==> src/rtl/flip_pkg.sv <==
`default_nettype none
// +------------------------------------------------------------------+
// | flip_pkg                                                         |
// | Shared mode/state encodings for the rectangle flip engine.       |
// | Rev 1.0                                                          |
// +------------------------------------------------------------------+
package flip_pkg;

    typedef enum logic [1:0] {
        MODE_NONE = 2'b00,
        MODE_H    = 2'b01,
        MODE_V    = 2'b10,
        MODE_BOTH = 2'b11
    } flip_mode_t;

    typedef enum logic [2:0] {
        IDLE  = 3'd0,
        CHECK = 3'd1,
        RD_A  = 3'd2,
        RD_B  = 3'd3,
        WR_A  = 3'd4,
        WR_B  = 3'd5,
        DONE  = 3'd6
    } flip_state_t;

    // Cycles spent on one swapped pair (RD_A, RD_B, WR_A, WR_B).
    localparam int PAIR_CYCLES = 4;

endpackage
`default_nettype wire

==> src/rtl/flip_addr_gen.sv <==
`default_nettype none
// +------------------------------------------------------------------+
// | flip_addr_gen                                                    |
// | Combinational A/B element addresses for the current pair.        |
// | Rev 1.0                                                          |
// +------------------------------------------------------------------+
module flip_addr_gen
    import flip_pkg::*;
#(
    parameter int ADDR_W = 8,
    parameter int IDX_W  = 2,
    parameter int COLS   = 4
)(
    input  logic [ADDR_W-1:0] i_base,
    input  logic [IDX_W-1:0]  i_r1,
    input  logic [IDX_W-1:0]  i_r2,
    input  logic [IDX_W-1:0]  i_c1,
    input  logic [IDX_W-1:0]  i_c2,
    input  logic [IDX_W-1:0]  i_i,
    input  logic [IDX_W-1:0]  i_j,
    input  flip_mode_t        i_mode,
    output logic [ADDR_W-1:0] o_addr_a,
    output logic [ADDR_W-1:0] o_addr_b
);

    localparam logic [ADDR_W-1:0] c_COLS = ADDR_W'(COLS);

    logic [IDX_W-1:0] w_row_a;
    logic [IDX_W-1:0] w_col_a;
    logic [IDX_W-1:0] w_row_b;
    logic [IDX_W-1:0] w_col_b;

    always_comb begin
        w_row_a = i_r1 + i_i;
        w_col_a = i_c1 + i_j;
        w_row_b = w_row_a;
        w_col_b = w_col_a;
        case (i_mode)
            MODE_H:    w_col_b = i_c2 - i_j;
            MODE_V:    w_row_b = i_r2 - i_i;
            MODE_BOTH: begin
                w_row_b = i_r2 - i_i;
                w_col_b = i_c2 - i_j;
            end
            default: ;
        endcase
    end

    // Address arithmetic deliberately wraps modulo 2^ADDR_W.
    assign o_addr_a = i_base + ADDR_W'(w_row_a) * c_COLS + ADDR_W'(w_col_a);
    assign o_addr_b = i_base + ADDR_W'(w_row_b) * c_COLS + ADDR_W'(w_col_b);

endmodule
`default_nettype wire

==> src/rtl/rect_flip_engine.sv <==
`default_nettype none
// +------------------------------------------------------------------+
// | rect_flip_engine                                                 |
// | In-place H/V/180-degree rectangle flip over a single BRAM port.  |
// | Rev 1.0                                                          |
// +------------------------------------------------------------------+
module rect_flip_engine
    import flip_pkg::*;
#(
    parameter int ADDR_W     = 8,
    parameter int DATA_WIDTH = 8,
    parameter int ROWS       = 4,
    parameter int COLS       = 4,
    parameter int IDX_W      = (((ROWS > COLS) ? ROWS : COLS) > 2) ?
                               $clog2((ROWS > COLS) ? ROWS : COLS) : 1
)(
    input  logic                  clk,
    input  logic                  reset,
    input  logic                  start,
    input  logic [ADDR_W-1:0]     base_addr,
    input  logic [IDX_W-1:0]      r1,
    input  logic [IDX_W-1:0]      r2,
    input  logic [IDX_W-1:0]      c1,
    input  logic [IDX_W-1:0]      c2,
    input  logic [1:0]            mode,
    output logic                  busy,
    output logic                  done,
    output logic                  error,
    output logic                  bram_we,
    output logic [ADDR_W-1:0]     bram_addr,
    output logic [DATA_WIDTH-1:0] bram_din,
    input  logic [DATA_WIDTH-1:0] bram_dout
);

    localparam int CNT_W = $clog2(ROWS * COLS + 1);
    localparam logic [CNT_W-1:0] c_ROWS = CNT_W'(ROWS);
    localparam logic [CNT_W-1:0] c_COLS = CNT_W'(COLS);

    flip_state_t           r_state;
    flip_state_t           w_next;
    logic [ADDR_W-1:0]     r_base;
    logic [IDX_W-1:0]      r_r1;
    logic [IDX_W-1:0]      r_r2;
    logic [IDX_W-1:0]      r_c1;
    logic [IDX_W-1:0]      r_c2;
    logic [IDX_W-1:0]      r_i;
    logic [IDX_W-1:0]      r_j;
    flip_mode_t            r_mode;
    logic [CNT_W-1:0]      r_k;
    logic [CNT_W-1:0]      r_pairs;
    logic [DATA_WIDTH-1:0] r_a_val;
    logic                  r_error;

    logic [CNT_W-1:0]      w_h;
    logic [CNT_W-1:0]      w_w;
    logic [CNT_W-1:0]      w_pairs;
    logic                  w_arg_err;
    logic                  w_last_pair;
    logic                  w_row_wrap;
    logic [ADDR_W-1:0]     w_addr_a;
    logic [ADDR_W-1:0]     w_addr_b;

    flip_addr_gen #(
        .ADDR_W (ADDR_W),
        .IDX_W  (IDX_W),
        .COLS   (COLS)
    ) u_addr_gen (
        .i_base   (r_base),
        .i_r1     (r_r1),
        .i_r2     (r_r2),
        .i_c1     (r_c1),
        .i_c2     (r_c2),
        .i_i      (r_i),
        .i_j      (r_j),
        .i_mode   (r_mode),
        .o_addr_a (w_addr_a),
        .o_addr_b (w_addr_b)
    );

    // Rectangle size and pair count; only meaningful when the bounds are valid.
    assign w_h = CNT_W'(r_r2) - CNT_W'(r_r1) + CNT_W'(1);
    assign w_w = CNT_W'(r_c2) - CNT_W'(r_c1) + CNT_W'(1);

    assign w_arg_err = (r_r1 > r_r2) || (r_c1 > r_c2) ||
                       (CNT_W'(r_r2) >= c_ROWS) || (CNT_W'(r_c2) >= c_COLS);

    always_comb begin
        w_pairs = '0;
        case (r_mode)
            MODE_H:    w_pairs = w_h * (w_w >> 1);
            MODE_V:    w_pairs = (w_h >> 1) * w_w;
            MODE_BOTH: w_pairs = (w_h * w_w) >> 1;
            default:   w_pairs = '0;
        endcase
    end

    assign w_last_pair = (r_k == r_pairs - CNT_W'(1));

    // H mode only walks the left half of each row; the column wrap happens
    // once the next A column would meet or pass its mirrored B column.
    always_comb begin
        if (r_mode == MODE_H) begin
            w_row_wrap = ({1'b0, r_c1} + {1'b0, r_j} + (IDX_W+1)'(2)) >=
                         ({1'b0, r_c2} - {1'b0, r_j});
        end else begin
            w_row_wrap = ((r_c1 + r_j) == r_c2);
        end
    end

    always_ff @(posedge clk) begin
        if (reset) begin
            r_state <= IDLE;
            r_base  <= '0;
            r_r1    <= '0;
            r_r2    <= '0;
            r_c1    <= '0;
            r_c2    <= '0;
            r_i     <= '0;
            r_j     <= '0;
            r_mode  <= MODE_NONE;
            r_k     <= '0;
            r_pairs <= '0;
            r_a_val <= '0;
            r_error <= 1'b0;
        end else begin
            r_state <= w_next;
            case (r_state)
                IDLE: begin
                    if (start) begin
                        r_base  <= base_addr;
                        r_r1    <= r1;
                        r_r2    <= r2;
                        r_c1    <= c1;
                        r_c2    <= c2;
                        r_mode  <= flip_mode_t'(mode);
                        r_error <= 1'b0;
                    end
                end
                CHECK: begin
                    r_error <= w_arg_err;
                    r_pairs <= w_pairs;
                    r_i     <= '0;
                    r_j     <= '0;
                    r_k     <= '0;
                end
                RD_B: r_a_val <= bram_dout;
                WR_B: begin
                    r_k <= r_k + CNT_W'(1);
                    if (w_row_wrap) begin
                        r_j <= '0;
                        r_i <= r_i + IDX_W'(1);
                    end else begin
                        r_j <= r_j + IDX_W'(1);
                    end
                end
                default: ;
            endcase
        end
    end

    always_comb begin
        w_next    = r_state;
        busy      = 1'b1;
        done      = 1'b0;
        bram_we   = 1'b0;
        bram_addr = '0;
        bram_din  = '0;
        case (r_state)
            IDLE: begin
                busy = 1'b0;
                if (start) w_next = CHECK;
            end
            CHECK: begin
                w_next = (w_arg_err || (w_pairs == '0)) ? DONE : RD_A;
            end
            RD_A: begin
                bram_addr = w_addr_a;
                w_next    = RD_B;
            end
            RD_B: begin
                bram_addr = w_addr_b;
                w_next    = WR_A;
            end
            WR_A: begin
                // bram_dout now carries B's data from the RD_B read.
                bram_we   = 1'b1;
                bram_addr = w_addr_a;
                bram_din  = bram_dout;
                w_next    = WR_B;
            end
            WR_B: begin
                bram_we   = 1'b1;
                bram_addr = w_addr_b;
                bram_din  = r_a_val;
                w_next    = w_last_pair ? DONE : RD_A;
            end
            DONE: begin
                done   = 1'b1;
                w_next = IDLE;
            end
            default: begin
                busy   = 1'b0;
                w_next = IDLE;
            end
        endcase
    end

    assign error = r_error;

endmodule
`default_nettype wire

==> config.mk <==
export PLATFORM = sky130hd
export DESIGN_NAME = rect_flip_engine
export DESIGN_NICKNAME = d
export VERILOG_FILES = /design/src/rtl/flip_pkg.sv /design/src/rtl/flip_addr_gen.sv /design/src/rtl/rect_flip_engine.sv
export SDC_FILE = /design/constraint.sdc
export NUM_CORES = 1
export LEC_CHECK = 0
export ABC_AREA = 1
export CAP_MARGIN = 15
export CORE_MARGIN = 5
export CORE_UTILIZATION = 40
export CTS_CLUSTER_DIAMETER = 50
export DETAILED_ROUTE_END_ITERATION = 7
export PLACE_DENSITY = 0.71
export SYNTH_ARGS = -nofsm -noshare
export SYNTH_HDL_FRONTEND = slang
export SYNTH_SLANG_ARGS = --single-unit
==> constraint.sdc <==
create_clock -name clk -period 4.82 [get_ports clk]
set_clock_uncertainty 0.15 [all_clocks]
set_input_delay 0.964 -clock clk [delete_from_list [all_inputs] [get_ports clk]]
set_output_delay 0.964 -clock clk [all_outputs]
set_load 0.05 [all_outputs]
==> results of run 1 <==
routing by layer:
metal  up-vias  GRT usage, %  routed length (um)
li1       1825             -                   -
met4         0         4.255                 119
met3        12         2.854                 401
met2        69         31.13                4791
met1      1623         20.94                4237
met5         -             0                   0
power by group through the flow:
stage	logic, mW	registers, mW	clock network [mW]
floorplan	1.20	0.493	0
CTS	1.64	0.501	0.340
finish	1.69	0.502	0.338
global placement	1.58	0.506	0
detailed placement	1.62	0.509	0
global route	1.93	0.513	0.351
synth_stat cells, types with 4 or more instances:
| master | count |
|---|---|
| ha_1 | 35 |
| xnor2_1 | 10 |
| a21oi_1 | 36 |
| nor2_1 | 49 |
| inv_2 | 13 |
| nand2_2 | 6 |
| a32o_1 | 8 |
| o21ai_0 | 38 |
| fa_1 | 14 |
| inv_1 | 71 |
| dfxtp_1 | 44 |
| nor2_2 | 7 |
| nor2_4 | 4 |
| nand3_1 | 27 |
| buf_2 | 4 |
| xor2_1 | 10 |
| clkbuf_1 | 5 |
| o22ai_1 | 7 |
| nand2_1 | 116 |
critical path: stages (launching register included):
cell and delay [ps]:
dfxtp_2 330, inv_2 50, ha_2 170, fa_1 590, inv_1 90, ha_4 270
inv_1 80, nor2_4 120, inv_1 50, fa_1 490, fa_1 430, fa_1 520
inv_1 40, ha_1 220, xnor2_1 170, nand2_1 100, nand2_1 80, nand2_1 50
nand2_1 70, inv_1 40, nand2_1 50, nand3_1 80, nand2_2 80, nor2_1 50
nor2_1 90, nor2_1 40
sequential cells by signal (all words and copies together) (netlist names):
| signal | count |
|---|---|
| r_c1 | 2 |
| r_j | 2 |
| r_pairs | 5 |
| r_k | 5 |
| r_c2 | 2 |
| r_state | 3 |
| r_r1 | 2 |
| r_a_val | 8 |
| r_r2 | 2 |
| r_mode | 2 |
| r_i | 2 |
| r_base | 8 |
| error | 1 |
timing repair:
| item | CTS | global route |
|---|---|---|
| endpoints found under the setup margin | 0 | 4 |
| hold endpoints to repair | 0 | 0 |
| setup buffers | 0 | 1 |
| resized for setup | 0 | 17 |
metrics by stage:
stage          util [%]  setup WS (ps)  TNS [ps]  cell area, um2  cells
3_3_place_gp      47.46          259.7         0            4323    687
4_1_cts           48.87          60.83         0            4452    694
6_report          49.63          195.2         0            4521    695
2_1_floorplan         -          304.1         0            3697    531
5_1_grt           49.63         -63.59    -63.59            4521    695
3_5_place_dp      47.46          72.67         0            4323    687
worst min-delay path by stage:
stage | slack, ps | cells past startpoint | to | from
2_1_floorplan | 260 | 1 | r_j[1] | r_j[1]
3_3_place_gp | 280 | 1 | r_j[1] | r_j[1]
3_5_place_dp | 280 | 1 | r_j[1] | r_j[1]
4_1_cts | 290 | 1 | r_j[1] | r_j[1]
5_1_grt | 310 | 1 | r_j[1] | r_j[1]
6_report | 300 | 1 | r_j[1] | r_j[1]
cell families after synthesis:
| family | after synthesis |
|---|---|
| and+or+nand+nor | 223 |
| AOI/OAI and AO/OA | 101 |
| buffers and inverters | 94 |
| adders and majority gates | 49 |
| DFF | 44 |
| xor gates and xnor gates | 20 |
layout make-up:
type / instances / share of cell area, %
clock buffers: 5 / 1.522
multi-input cells: 393 / 55.44
repair buffers: 55 / 11.90
well taps: 111 / 3.072
flip-flops and latches: 44 / 19.51
inverters: 85 / 7.224
clock inverters: 2 / 1.329
==> impl_metrics.csv, run 1 <==
group,metric,value,unit
clocking,h-tree-depth,2,
yosys,synth-simple-area-share,26.46,%
place,dpl.hpwl,7652,um
layout,mostFrequentLayoutCell,"nand2_1",
clocking,clk_latency,300,ps
die,initial_core_util,40.59,%
timing,drv_slew,0,
timing,finalHoldViolations,0,
yosys,synth_area,3697,um2
drt,vias_per_cell,5.078,
yosys,synthTopCellsByArea,"dfxtp_1 24%, ha_1 12%, nand2_1 12%",
yosys,muxShareOfSynthArea,0,%
yosys,ys_seq_area_share,23.82,%
layout,syn2layout_area_growth,22.27,%
clocking,cts_buffer_depth,2,
pwr,seqPwrFrac,19.8,%
pwr,p_comb_share,66.8,%
timing,fmax,216.2,MHz
critical_path,critPathMaxFanout,5,
global_route,grt_max_degree,27,
yosys,synth_top_area_share,23.82,%
die,die_area,11270,um2
yosys,synthXorXnorAreaFrac,4.738,%
pwr,total_power,2.530,mW
layout,drive_above_1_share,10.79,%
drt,drt-initial-drc-count,144,
pwr,p_int,1.263,mW
timing,period_minus_slack,4625,ps
drt,avgRoutedWirePerCell,13.74,um
critical_path,reg2reg_slack,200,ps
place,gp_congestion,0.9298,
yosys,ys_ff_latch,44,
global_route,grt_usage,17.14,%
pwr,power.leakage,2.053,nW
timing,tightest_slew,735.9,ps
yosys,syn_avg_cell_area,6.963,um2
timing,period_share,95.95,%
layout,mostFrequentLayoutCells,"113 x nand2_1, 70 x inv_1, 47 x nor2_1, 46 x clkdlybuf4s50_1, 43 x dfxtp_1",
flow_run,maxCapViolations,0,
critical_path,crit_type,"reg2reg",
yosys,synth_top_family_by_area,"simple AND/OR/NAND/NOR gates",
yosys,synth-edff-count,0,
timing,holdWs,298.0,ps
yosys,synth-adder-area-share,19.42,%
pwr,swShare,50.06,%
die,std_cell_rows,35,
pwr,p_sw,1.266,mW
critical_path,timing.rr.end,"r_state[2]",
layout,multi_input_area,2506,um2
global_route,grt_pass1_vias,3539,
timing,setup_viol,0,
yosys,synth.yosys.warnings,0,
yosys,synth_compound_area_share,15.74,%
pwr,ir_drop,0.0003103,V
clocking,clock_tree.root_cell,"clkbuf_8",
critical_path,cp-startpoint,"r_c2[0]",
global_route,grt_first_pass_wirelength,16040,um
critical_path,worstPathArrival,4650,ps
yosys,synth_nets,609,
yosys,yosysTopAreaCell,"dfxtp_1",
run_status,run_status,"finished clean",
clocking,numClockSinks,44,
min_path,hold_class,"reg2reg",
pwr,p_clk_share,13.4,%
drt,firstDrtPassIters,4,
yosys,synth_cells,531,
critical_path,cp.required,4850,ps
layout,seq_area,882.1,um2
drt,routed_wl,9549,um
critical_path,r2r_cells,25,
layout,nFillCells,927,
clocking,tritoncts,"yes",
place,io_buffers,48,
die,io_pins,49,
die,fp.dieH,106.1,um
layout,nets,662,
drt,postRouteAntennaNets,0,
die,core_area,9109,um2
critical_path,reg2reg_from,"r_c2[0]",
drt,drc,0,
clocking,cts_hold_buf,0,
yosys,synthArstFlopShare,0,%
layout,diodes,0,
pwr,p_per_area,559.6,nW/um2
drt,num_vias,3529,
critical_path,crit_end,"r_state[2]",
clocking,cts.clk_slew.worst_paths,90,ps
critical_path,endpoint_kind,"register",
yosys,ys.flop_type,"dfxtp_1",
global_route,antenna_found_initial,0,
timing,maxSlewHeadroom,50.89,%
global_route,grt-ovfl-total,0,
clocking,numCtsBuffers,5,
die,die_w,106.1,um
yosys,synth_cell_types,34,
critical_path,start_kind,"register",
No activity file was read; power rests on OpenSTA's default activity.
==> run 2, diff against run 1 <==
- REMOVE_ABC_BUFFERS: default -> 1
==> run 2 against run 1 <==
  * Global-route usage about the same
  * Count of clock-buffer cells in the layout is 1 higher
  * Clock power decreased by 9.5%
  * Power is 2.2% lower
  * Critical path type unchanged
  * Critical endpoint unchanged
  * Largest cell class unchanged
  * Largest power group unchanged
==> impl_metrics.csv, run 2 (same netlist as run 1, synthesis figures left out) <==
group,metric,value,unit
pwr,seqPwrFrac,20.3,%
min_path,hold-path-endpoint,"r_j[1]",
pwr,p_int,1.222,mW
pwr,p_comb_share,67.3,%
clocking,clk_latency,300,ps
critical_path,cp_slowest_stage_delay,530,ps
layout,largestRegisters,"r_a_val: 8 flops, r_base: 8 flops",
drt,postRouteAntennaNets,0,
layout,diodes,0,
pwr,total_power,2.473,mW
critical_path,endpoint_kind,"register",
layout,fin_util,49.31,%
die,io_pins,49,
die,core_area,9109,um2
clocking,cts_hold_buf,0,
clocking,cts.clk_slew.worst_paths,90,ps
critical_path,start_kind,"register",
pwr,p_sw,1.251,mW
clocking,tritoncts,"yes",
drt,num_vias,3548,
global_route,antenna_found_initial,0,
critical_path,reg2reg_slack,210,ps
die,initial_core_util,40.59,%
critical_path,timing.rr.end,"r_state[2]",
timing,maxSlewHeadroom,35.58,%
global_route,grt_max_degree,32,
critical_path,cpMostUsedCell,"inv_1",
pwr,swShare,50.60,%
clocking,cts_buffer_depth,2,
layout,multi_input_area,2484,um2
flow_run,maxCapViolations,0,
global_route,grt_pass1_vias,3509,
global_route,grt_usage,17.17,%
die,fp.dieH,106.1,um
pwr,p_clk_share,12.4,%
min_path,hold_depth,1,
clocking,h-tree-depth,2,
critical_path,crit_type,"reg2reg",
clocking,clock_tree.root_cell,"clkbuf_8",
layout,syn2layout_area_growth,21.49,%
min_path,worstHoldStart,"r_j[1]",
timing,fmax,216.7,MHz
layout,mostFrequentLayoutCell,"nand2_1",
global_route,grt-ovfl-total,0,
layout,drive_above_1_share,10.26,%
clocking,numCtsBuffers,5,
die,die_w,106.1,um
drt,drc,0,
pwr,ir_drop,0.0003164,V
timing,period_share,95.74,%
critical_path,worstPathArrival,4700,ps
timing,rsz0062_at_grt,"yes",
critical_path,cp.required,4910,ps
drt,drt-initial-drc-count,178,
pwr,p_per_area,550.6,nW/um2
run_status,run_status,"finished clean",
layout,mostFrequentLayoutCells,"115 x nand2_1, 70 x inv_1, 47 x nor2_1, 44 x dfxtp_1, 44 x clkdlybuf4s50_1",
pwr,power.leakage,2.082,nW
timing,setup_viol,0,
critical_path,slowest_stage,"fa_1",
layout,final_cells,696,
layout,seq_area,880.8,um2
critical_path,critPathMaxFanout,5,
drt,vias_per_cell,5.098,
die,std_cell_rows,35,
timing,drv_slew,0,
drt,avgRoutedWirePerCell,13.52,um
layout,nets,662,
place,gp_congestion,0.8875,
critical_path,reg2reg_from,"r_r2[0]",
global_route,grt_first_pass_wirelength,16150,um
critical_path,cp-startpoint,"r_r2[0]",
place,dp_slack,19.36,ps
timing,fin_ws,205.3,ps
timing,finalHoldViolations,0,
layout,nFillCells,901,
place,io_buffers,48,
clocking,numClockSinks,44,
place,dpl.hpwl,7508,um
timing,period_minus_slack,4615,ps
timing,holdWs,314.8,ps
drt,routed_wl,9409,um
timing,tightest_slew,964.0,ps
die,die_area,11270,um2
place,post-place-cells,685,
drt,firstDrtPassIters,4,
min_path,hold_class,"reg2reg",
critical_path,r2r_cells,25,
[run 2: cell count changes in the layout (fill, tap and decap cells not counted), sizes merged]
cell           change
clkbuf             +1
clkdlybuf4s50      -2
clkinv             +1
dlymetal6s2s       +2
bufinv             -1
[run 2: worst max path at each step]
| stage | end | slack [ps] | depth (start not counted) |
|---|---|---|---|
| global route | r_state[2] | -140 | 28 |
| global placement | r_state[2] | 250 | 25 |
| finish | r_state[2] | 210 | 25 |
| CTS | r_state[2] | 9 | 28 |
| detailed placement | r_state[2] | 20 | 28 |
| floorplan | r_state[2] | 310 | 22 |
[run 2: metrics by stage]
stage | area, um2 | setup TNS [ps]
2_1_floorplan | 3659 | 0
3_3_place_gp | 4308 | 0
3_5_place_dp | 4308 | 0
4_1_cts | 4429 | 0
5_1_grt | 4492 | -161.6
6_report | 4492 | 0
[run 2: cell type report]
cell class	instances	share of cell area (%)
multi-input combinational	393	55.29
sequential	44	19.61
timing repair buffer	55	12.09
inverter	85	7.214
tap	111	3.092
clock buffer	6	1.838
clock inverter	2	0.8635
[run 2: repair_timing]
action                                  in CTS  in global routing
endpoints found under the setup margin       0                  6
hold endpoints to repair                     0                  0
setup buffers                                0                  3
gates resized for setup                      0                 13
[run 2: worst max-delay path: cells and delay by family, from the launching register on]
kind | cells | cell delay, ps
compound gates | 1 | 280
fa+ha+maj | 7 | 2640
buf+inv | 7 | 410
flops | 1 | 330
simple gates | 10 | 740
[run 2: power groups by stage]
stage	Clock, mW	Combinational (mW)	Sequential [mW]
5_1_grt	0.327	1.91	0.515
6_report	0.306	1.67	0.502
4_1_cts	0.311	1.62	0.502
3_5_place_dp	0	1.62	0.510
2_1_floorplan	0	1.19	0.496
3_3_place_gp	0	1.57	0.506
[run 2: metal layers]
| layer | global-route usage [%] | vias up | wire length, um |
|---|---|---|---|
| li1 | - | 1830 | - |
| met1 | 21.08 | 1622 | 4397 |
| met2 | 30.63 | 85 | 4504 |
| met3 | 2.975 | 11 | 373 |
| met4 | 4.903 | 0 | 134 |
| met5 | 0 | - | 0 |
==> run 3, diff against run 2 <==
- CORE_UTILIZATION: 40 -> 30
- PLACE_DENSITY: 0.71 -> 0.58
- SETUP_SLACK_MARGIN: default -> 0.1
==> run 3 against run 2 <==
  * Worst hold slack got worse by 26 ps
  * Global-route usage down 3.4 points
  * Largest power group unchanged
  * Die area grew 30%
  * Cell count increased by 8.3%
  * Largest cell class unchanged
  * Critical path depth rose by 1
  * Highest routed layer unchanged
  * Power grew 5.8%
  * First-iteration DRC count shrank 18%
  * Setup slack improved by 71 ps
==> impl_metrics.csv, run 3 (same netlist as run 1, synthesis figures left out) <==
group,metric,value,unit
die,core_area,12060,um2
clocking,numCtsBuffers,5,
die,die_w,121.0,um
critical_path,cp.required,4820,ps
critical_path,worstPathArrival,4540,ps
min_path,worstHoldStart,"r_j[1]",
layout,mostFrequentLayoutCells,"115 x nand2_1, 68 x inv_1, 47 x nor2_1, 44 x clkdlybuf4s50_1, 42 x dfxtp_1",
global_route,grt-ovfl-total,0,
pwr,p_per_area,563.8,nW/um2
global_route,grt_use_met1,16.99,%
global_route,grt_use_met3,2.331,%
layout,diodes,0,
layout,nets,663,
pwr,power.leakage,2.081,nW
timing,holdWs,289.0,ps
die,fp.dieH,121.0,um
layout,drive_above_1_share,11.77,%
clocking,clk_latency,290,ps
global_route,use_met2,24.80,%
min_path,hold_class,"reg2reg",
flow_run,maxCapViolations,0,
critical_path,start_kind,"register",
global_route,antenna_found_initial,0,
drt,firstDrtPassIters,4,
global_route,grt_pass1_vias,3653,
critical_path,cp_slowest_stage_delay,600,ps
timing,maxSlewHeadroom,49.32,%
layout,largestRegisters,"r_a_val: 8 flops, r_base: 8 flops",
timing,period_share,94.27,%
die,std_cell_rows,40,
drt,vias_per_cell,4.667,
layout,mostFrequentLayoutCell,"nand2_1",
timing,fmax,220.1,MHz
critical_path,reg2reg_from,"r_c2[0]",
critical_path,cp-startpoint,"r_c2[0]",
timing,setup_viol,0,
drt,postRouteAntennaNets,0,
layout,syn2layout_area_growth,25.48,%
clocking,cts.clk_slew.worst_paths,70,ps
die,die_area,14640,um2
global_route,grt_usage,13.76,%
critical_path,endpoint_kind,"register",
timing,fin_ws,276.4,ps
drt,drt-initial-drc-count,146,
timing,finalHoldViolations,0,
place,dp_slack,30.23,ps
timing,period_minus_slack,4544,ps
critical_path,crit_buf_inv,5,
critical_path,cp_top_family,"adder cells",
drt,avgRoutedWirePerCell,12.84,um
timing,drv_slew,0,
place,gp_congestion,0.8636,
die,io_pins,49,
timing,rsz0062_at_grt,"yes",
drt,routed_wl,9678,um
drt,num_vias,3519,
critical_path,slowest_stage,"fa_2",
critical_path,critPathMaxFanout,5,
place,dpl.hpwl,7810,um
global_route,grt_first_pass_wirelength,16850,um
global_route,top_usage_layer,"met2",
clocking,numClockSinks,44,
drt,drc,0,
global_route,grt_max_degree,27,
clocking,h-tree-depth,2,
critical_path,crit_type,"reg2reg",
clocking,tritoncts,"yes",
timing,tightest_slew,759.4,ps
pwr,ir_drop,0.0002623,V
clocking,cts_buffer_depth,2,
die,initial_core_util,30.65,%
place,io_buffers,48,
run_status,run_status,"finished clean",
clocking,clock_tree.root_cell,"clkbuf_16",
critical_path,cpMostUsedCell,"nand2_1",
timing,timing.setup.tns,0,ps
-- run 3: report_power, final --
part | switching [mW] | total, mW | internal (mW)
clock | 0.151 | 0.397 | 0.246
sequential | 0.0699 | 0.504 | 0.434
combinational | 1.07 | 1.71 | 0.641
-- run 3: path summary, 6_finish.rpt --
check / depth (start not counted) / to / slack [ps]
setup / recovery: 26 / r_state[2] / 280
hold / removal: 1 / r_j[1] / 290
setup reg to reg: 26 / r_state[2] / 280
hold reg to reg: 1 / r_j[1] / 290
-- run 3: per-stage QoR --
stage                     total power [mW]  std cells  cell area [um2]  util (%)
after CTS                            2.561        751             4564     37.84
after global placement               2.109        743             4384     36.35
final                                2.616        754             4639     38.46
after floorplan                      1.686        522             3659         -
after detailed placement             2.137        743             4384     36.35
after global routing                 2.889        754             4639     38.46
-- run 3: layout make-up --
class,count,area [um2]
clock inverter,3,47.55
fill,1253,7422
multi-input combinational,393,2505
clock buffer,5,125.1
inverter,85,326.6
tap,168,210.2
timing repair buffer,56,541.8
sequential,44,883.3
-- run 3: routing by layer --
| metal | share of wire, % | up-vias |
|---|---|---|
| met4 | 0.96 | 0 |
| met5 | 0 | - |
| met1 | 46 | 1623 |
| met3 | 3.6 | 8 |
| met2 | 49 | 59 |
| li1 | - | 1829 |
-- run 3: repair_timing --
action,in CTS,in global routing
setup buffers,0,3
setup endpoints to repair,2,5
pin swaps,0,12
gates cloned,0,0
hold buffers,0,0
resized for setup,3,19
